<file path="src/rtl/pc_sequencer.sv">
// Next-PC selection for the MIPS fetch stage. The block also holds the boot and flush
// sequencing state and owns the EPC register.
module pc_sequencer #(
    parameter logic [31:0] RESET_VECTOR = 32'h0000_0000,
    parameter logic [31:0] EXC_VECTOR   = 32'h0000_0080,
    parameter int unsigned BOOT_CYCLES  = 4,
    parameter int unsigned FLUSH_CYCLES = 2
) (
    input  logic        PC_CLK,
    input  logic        PC_RST,
    input  logic [31:0] PC_CUR,
    input  logic        STALL,
    input  logic        BR_TAKEN,
    input  logic [31:0] BR_TARGET,
    input  logic        JUMP,
    input  logic [31:0] JUMP_TARGET,
    input  logic        EXC_REQ,
    input  logic        ERET,
    output logic [31:0] PC_NEXT,
    output logic [31:0] EPC,
    output logic        EXC_ACK,
    output logic        FLUSH,
    output logic [1:0]  SEQ_STATE
);

    localparam logic [1:0] S_BOOT  = 2'd0;
    localparam logic [1:0] S_RUN   = 2'd1;
    localparam logic [1:0] S_FLUSH = 2'd2;

    localparam logic [15:0] BOOT_LOAD  = 16'(BOOT_CYCLES - 1);
    localparam logic [15:0] FLUSH_LOAD = 16'(FLUSH_CYCLES - 1);

    logic [1:0]  state_q, state_d;
    logic [15:0] cnt_q, cnt_d;
    logic [31:0] epc_q, epc_d;
    logic [31:0] pc_next_d;
    logic        exc_ack_d;
    logic        flush_d;
    logic [31:0] pc_seq;

    // PC + 4 wraps naturally at 2^32.
    assign pc_seq = PC_CUR + 32'd4;

    // NOTE: every signal assigned here gets a default first, so no path can infer a latch.
    always_comb begin
        state_d   = state_q;
        cnt_d     = cnt_q;
        epc_d     = epc_q;
        pc_next_d = pc_seq;
        exc_ack_d = 1'b0;
        flush_d   = 1'b0;
        case (state_q)
            S_BOOT: begin
                pc_next_d = RESET_VECTOR;
                flush_d   = 1'b1;
                if (cnt_q == 16'd0) state_d = S_RUN;
                else                cnt_d   = cnt_q - 16'd1;
            end
            S_RUN: begin
                if (EXC_REQ) begin
                    pc_next_d = EXC_VECTOR;
                    epc_d     = {PC_CUR[31:2], 2'b00};
                    exc_ack_d = 1'b1;
                    cnt_d     = FLUSH_LOAD;
                    state_d   = S_FLUSH;
                end else if (ERET) begin
                    pc_next_d = {epc_q[31:2], 2'b00};
                    cnt_d     = FLUSH_LOAD;
                    state_d   = S_FLUSH;
                end else if (STALL) begin
                    // The requester keeps JUMP/BR_TAKEN asserted until the stall clears.
                    pc_next_d = PC_CUR;
                end else if (JUMP) begin
                    pc_next_d = {JUMP_TARGET[31:2], 2'b00};
                    cnt_d     = 16'd0;
                    state_d   = S_FLUSH;
                end else if (BR_TAKEN) begin
                    pc_next_d = {BR_TARGET[31:2], 2'b00};
                    cnt_d     = 16'd0;
                    state_d   = S_FLUSH;
                end
            end
            S_FLUSH: begin
                flush_d = 1'b1;
                if (STALL) begin
                    pc_next_d = PC_CUR;
                end else if (cnt_q == 16'd0) begin
                    state_d = S_RUN;
                end else begin
                    cnt_d = cnt_q - 16'd1;
                end
            end
            default: begin
                pc_next_d = RESET_VECTOR;
                flush_d   = 1'b1;
                cnt_d     = BOOT_LOAD;
                state_d   = S_BOOT;
            end
        endcase
    end

    // NOTE: sequential state is updated with non-blocking assignments only.
    always_ff @(posedge PC_CLK or negedge PC_RST) begin
        if (!PC_RST) begin
            state_q <= S_BOOT;
            cnt_q   <= BOOT_LOAD;
            epc_q   <= 32'd0;
        end else begin
            state_q <= state_d;
            cnt_q   <= cnt_d;
            epc_q   <= epc_d;
        end
    end

    assign PC_NEXT   = pc_next_d;
    assign EXC_ACK   = exc_ack_d;
    assign FLUSH     = flush_d;
    assign EPC       = epc_q;
    assign SEQ_STATE = state_q;

endmodule

</file>
<file path="config.mk">
export PLATFORM = sky130hd
export DESIGN_NAME = pc_sequencer
export DESIGN_NICKNAME = d
export VERILOG_FILES = /design/src/rtl/pc_sequencer.sv
export SDC_FILE = /design/constraint.sdc
export NUM_CORES = 1
export LEC_CHECK = 0
export CAP_MARGIN = 20
export CORE_AREA = 10 10 117 119
export CTS_BUF_LIST = sky130_fd_sc_hd__clkbuf_2 sky130_fd_sc_hd__clkbuf_4 sky130_fd_sc_hd__clkbuf_8
export DETAILED_ROUTE_END_ITERATION = 12
export DIE_AREA = 0 0 127 129
export PLACE_DENSITY = 0.88
export SETUP_SLACK_MARGIN = 0.5
export SKIP_LAST_GASP = 1
export SLEW_MARGIN = 0
export SYNTH_ARGS = -nofsm -noshare
export SYNTH_HDL_FRONTEND = slang
export SYNTH_SLANG_ARGS = --single-unit
</file>
<file path="constraint.sdc">
create_clock -name PC_CLK -period 2.43 [get_ports PC_CLK]
set_input_delay 0.3645 -clock PC_CLK [delete_from_list [all_inputs] [get_ports PC_CLK]]
set_output_delay 0.3645 -clock PC_CLK [all_outputs]
set_load 0.02 [all_outputs]
</file>
### Word-level counts from Yosys, hierarchy flattened

Index checks and enable logic that the tools add are counted.

| cells by class | value |
|---|---|
| muxes and demuxes | 26 |
| reduce and logical (&&, ||, !) cells | 4 |
| equal/unequal tests | 5 |
| add/subtract/negate cells | 2 |

Operators by type and width:

| kind | number |
|---|---|
| 2-to-1 mux 32 bit | 6 |
| 2-to-1 mux 16 bit | 7 |
| one-hot mux 32 bit (2 select lines) | 1 |
| one-hot mux 16 bit (3 select lines) | 1 |
| adder 32 x 3 -> 32 bit (second input constant) | 1 |
| zero test 16 bit | 1 |
| subtractor 16 x 1 -> 16 bit (second input constant) | 1 |
| 2-to-1 mux 2 bit | 7 |
| one-hot mux 2 bit (3 select lines) | 1 |
| inequality test 5 bit (second input constant) | 1 |
| inequality test 4 bit (second input constant) | 1 |
| 2-to-1 mux 1 bit | 3 |
| AND reduction 3 bit | 1 |
| == test 2 x 1 -> 1 bit (second input constant) | 1 |
| == test 2 bit (second input constant) | 1 |
| zero test 2 bit | 1 |
| inequality test 2 bit (second input constant) | 1 |
| AND reduction 2 bit | 1 |

| word-level totals | value |
|---|---|
| register bits after elaboration | 48 |
| input bits | 103 |
| output and inout port bits | 68 |
| word-level logic and storage cells | 40 |

### Logic depth before layout (Yosys ltp)

| logic depth | value |
|---|---|
| word-level depth | 7 |
| mapped depth | 9 |
| gate-level depth less buffers | 8 |

### Worst setup path after synthesis

Ideal clock, no wire load.

| timing path | value |
|---|---|
| path type | register -> output |
| start point | register state_q[1] (netlist: SEQ_STATE[1]) |
| end point | output PC_NEXT[18] |
| data arrival time | 2266 ps |
| cell stages (with the launch flop) | 7 |
| setup slack | -200 ps |
| required time | 2066 ps |
| cells stage by stage | dfrtp_1 inv_1 ha_1 nor3b_1 o221ai_1 a211o_1 a21oi_1 |

| between the ends | value |
|---|---|
| word-level cells in the longest chain between the ends | 2 |
| elaborated cells on any way between the ends | 3 |
| classes of those cells | 2 x eq/ne; 1 x mux |

Ends and longest elaborated chain:

| what | RTL line | source |
|---|---|---|
| start: declaration | 33 | `logic [1:0] state_q, state_d;` |
| start signal: assignment | 109 | `state_q <= state_d;` |
| == test 2 bit or == test 2 x 1 -> 1 bit (tied branches) | 52 | `case (state_q)` |
| one-hot mux 32 bit (2 select lines) (*) | 52 |  |
| end: declaration | 19 | `output logic [31:0] PC_NEXT,` |

Mark *: on every way between the ends. The rest lies on a longest branch, timed or not.

### Final worst setup path

| timing path | value |
|---|---|
| start point | input PC_CUR[2] |
| end point | output PC_NEXT[17] |

| between the ends | value |
|---|---|
| word-level cells in the longest chain between the ends | 7 |
| elaborated cells on any way between the ends | 8 |
| classes of those cells | 1 x add/sub; 7 x mux |

Ends and longest elaborated chain:

| what | RTL line | source |
|---|---|---|
| start: declaration | 11 | `input logic [31:0] PC_CUR,` |
| adder 32 x 3 -> 32 bit (*) | 42 | `assign pc_seq = PC_CUR + 32'd4;` |
| 2-to-1 mux 32 bit | 77 | `end else if (BR_TAKEN) begin` |
| 2-to-1 mux 32 bit | 73 | `end else if (JUMP) begin` |
| 2-to-1 mux 32 bit | 70 | `end else if (STALL) begin` |
| 2-to-1 mux 32 bit | 66 | `end else if (ERET) begin` |
| 2-to-1 mux 32 bit | 60 | `if (EXC_REQ) begin` |
| one-hot mux 32 bit (2 select lines) (*) | 52 |  |

Marks and branches as above.

==> metrics <==
status finished with violations; failing checks setup timing; post-DP HPWL roughly 18 mm; Post-synth EDFFs 0; hold buffers post-CTS 0; worst-margin pin slew between 0.8 and 0.9 ns; GRT Util Overall 0.288; CTS sink cnt 48; count of input and output buffers 164; max layer used met4; synthesized area per cell between 7 and 8 um^2; first-pass GRT wire length between 30 and 40 mm; area grow syn2layout 98.4%; Critical Path Start Type input pin; Cells after Synth 620; final hold viol count 0; global placer's final weighted congestion roughly 0.98; die area approximately 0.016 mm^2; Max Cap Viol 0; mapped cell area 0.00463 mm^2; PD cells 928 mW/mm^2; clock tree buffer depth 2; cell row count 39; layout cell share with drive strength beyond 1 0.495; final worst path period share 1.18; Clk Latency, worst-skew pair 0.33 ns; H-tree depth 2; Fin Clk Skew 0.00484 ns; Horiz. Die Dim between 100 and 150 um; Final ANT Viol Nets 0; WL per Instance between 20 and 30 um; routed vias between 7000 and 8000; top_reg_cell synth dfrtp_1; setup_tns -1.89 ns; drt initial violations ~1200; Starting Density 0.409; DR vias/cell ~6.6; Core ar. approximately 0.011 mm^2; class of the worst hold path input pin to async pin; Slew HR 0.407; critical path required time between 2 and 2.5 ns; number of global-route vias before repair approximately 6900; leak pwr approximately 3.8 nW; RSZ-0062 raised after global routing true; R2R setup slack 0.14 ns; crit end category output port; min Tclk post-route between 2 and 3 ns; CTS buffer count 5; Placed Cells a little over 1000; Seq/Total Area, Yosys 0.260; FF+latch count, synth 48; largest net degree at the start of global routing 49; Fmax around 350 MHz; Hold Slack approximately 0.16 ns; worst vdd ir ~0.76 mV; grt total ovfl 0; Crit Path Category input pin to output port; Clk pin slew, worst setup/hold paths approximately 0.1 ns; Die Span Y about 130 um; Post-synth ARST share 1.00; WL met2 ~13 mm; root buffer cell clkbuf_8; DRT Wirelength 27.7 mm; diode count 0; number of iterations in the first detailed-routing pass 9; CTS tree yes; I/O pin count about 170; Reg area between 0.001 and 0.0015 mm^2; Unique masters post-synth 64; FILL cells roughly 600; Yosys Warn Count 0; Max FO, Critical Path 3; Setup violations, final 20; drt drc 0; met3 routed WL 3.33 mm; Cell Count, Final, Fillers Out approximately 1100; Pins Over Slew Limit 0; initial antenna violation count 0; multi-input logic area roughly 0.0042 mm^2; CP Data Arrival Time around 2.5 ns; met1 WL approximately 10 mm; setup ws final -0.434 ns; nets ~1100
-- critical path, stage by stage --
cell,delay [ns]
buf_6,0.07
buf_6,0.11
buf_6,0.11
and3_1,0.22
nand4_1,0.16
buf_4,0.18
nor3_1,0.71
xnor2_1,0.18
o221ai_2,0.22
buf_6,0.17
-- what timing repair did --
action,CTS,global route
buffers inserted,34,15
gates cloned,1,0
gates resized for setup,406,95
pin swaps,61,55
endpoints found under the setup margin,52,52
-- cell usage after synthesis, types with 13 or more instances --
library cell / count / area share
nand2_1: 59 / 0.048
o21ai_0: 59 / 0.064
inv_1: 15 / 0.012
a21oi_1: 36 / 0.039
xnor2_1: 27 / 0.051
mux2_2: 26 / 0.063
o22ai_1: 28 / 0.038
nor3_1: 20 / 0.022
xor2_1: 14 / 0.026
dfrtp_1: 46 / 0.25
clkbuf_1: 37 / 0.030
nand4_1: 13 / 0.018
nor2_1: 65 / 0.053
-- report_power, final --
group          switching, mW  total [mW]  internal [mW]
clock                  0.334       0.757          0.423
sequential             0.425        1.61           1.19
combinational           3.32        6.16           2.84
total                   4.08        8.53           4.45
-- final cells by class --
class / instances / share of cell area
sequential: 48 / 0.131
multi-input combinational: 501 / 0.456
inverter: 17 / 0.00980
clock buffer: 6 / 0.00830
clock inverter: 2 / 0.00653
timing repair buffer: 370 / 0.368
tap: 143 / 0.0195
-- per-layer routing --
layer	GRT usage	vias up
met5	0	-
met4	0.151	0
met3	0.0858	163
met2	0.457	677
met1	0.344	3377
li1	-	2939
-- sequential cells by signal, indices dropped and copies added (netlist names) --
signal     cells
EPC           30
SEQ_STATE      2
cnt_q         16
-- metrics by stage --
step	total power, mW	instance area [um^2]	setup slack [ns]	utilization
4_1_cts	7.88	8730	-0.0321	0.771
3_3_place_gp	6.36	7860	-0.959	0.694
5_1_grt	8.85	9190	-0.509	0.812
2_1_floorplan	4.32	5230	0.226	-
6_report	8.53	9190	-0.434	0.812
3_5_place_dp	6.48	7860	-0.986	0.694
-- logic make-up after synthesis --
| kind of cell | count (synthesis) | share of synthesized area |
|---|---|---|
| mux | 31 | 0.0740 |
| compound gates | 206 | 0.285 |
| flops | 48 | 0.260 |
| simple gates | 215 | 0.222 |
| other cells | 1 | 0.000809 |
| fa+ha+maj | 6 | 0.0162 |
| buf+inv | 72 | 0.0648 |
| xor+xnor | 41 | 0.0775 |
-- path summary, 6_finish.rpt --
check                          start      endpoint  depth (start not counted)
hold reg to reg             cnt_q[1]      cnt_q[1]                          2
setup / recovery           PC_CUR[2]   PC_NEXT[17]                         10
max in group asynchronous     PC_RST  SEQ_STATE[0]                          2
min in group PC_CLK        PC_CUR[7]        EPC[7]                          3
hold / removal                PC_RST      cnt_q[2]                          2
setup reg to reg           cnt_q[10]      cnt_q[8]                          7
-- layout by cell type, fill, tap and decap left out, types with 14 or more instances in the layout --
cell / netlist / routed
buf_4: 2 / 171
nand2_1: 59 / 49
a21oi_1: 36 / 25
o21ai_2: 0 / 17
nor2_1: 65 / 51
o21ai_0: 59 / 31
mux2_2: 26 / 26
o22ai_1: 28 / 14
dfrtp_1: 46 / 44
clkdlybuf4s50_1: 0 / 96
xnor2_1: 27 / 26
buf_6: 1 / 65
Note: power is estimated with default switching activity, not from simulation.
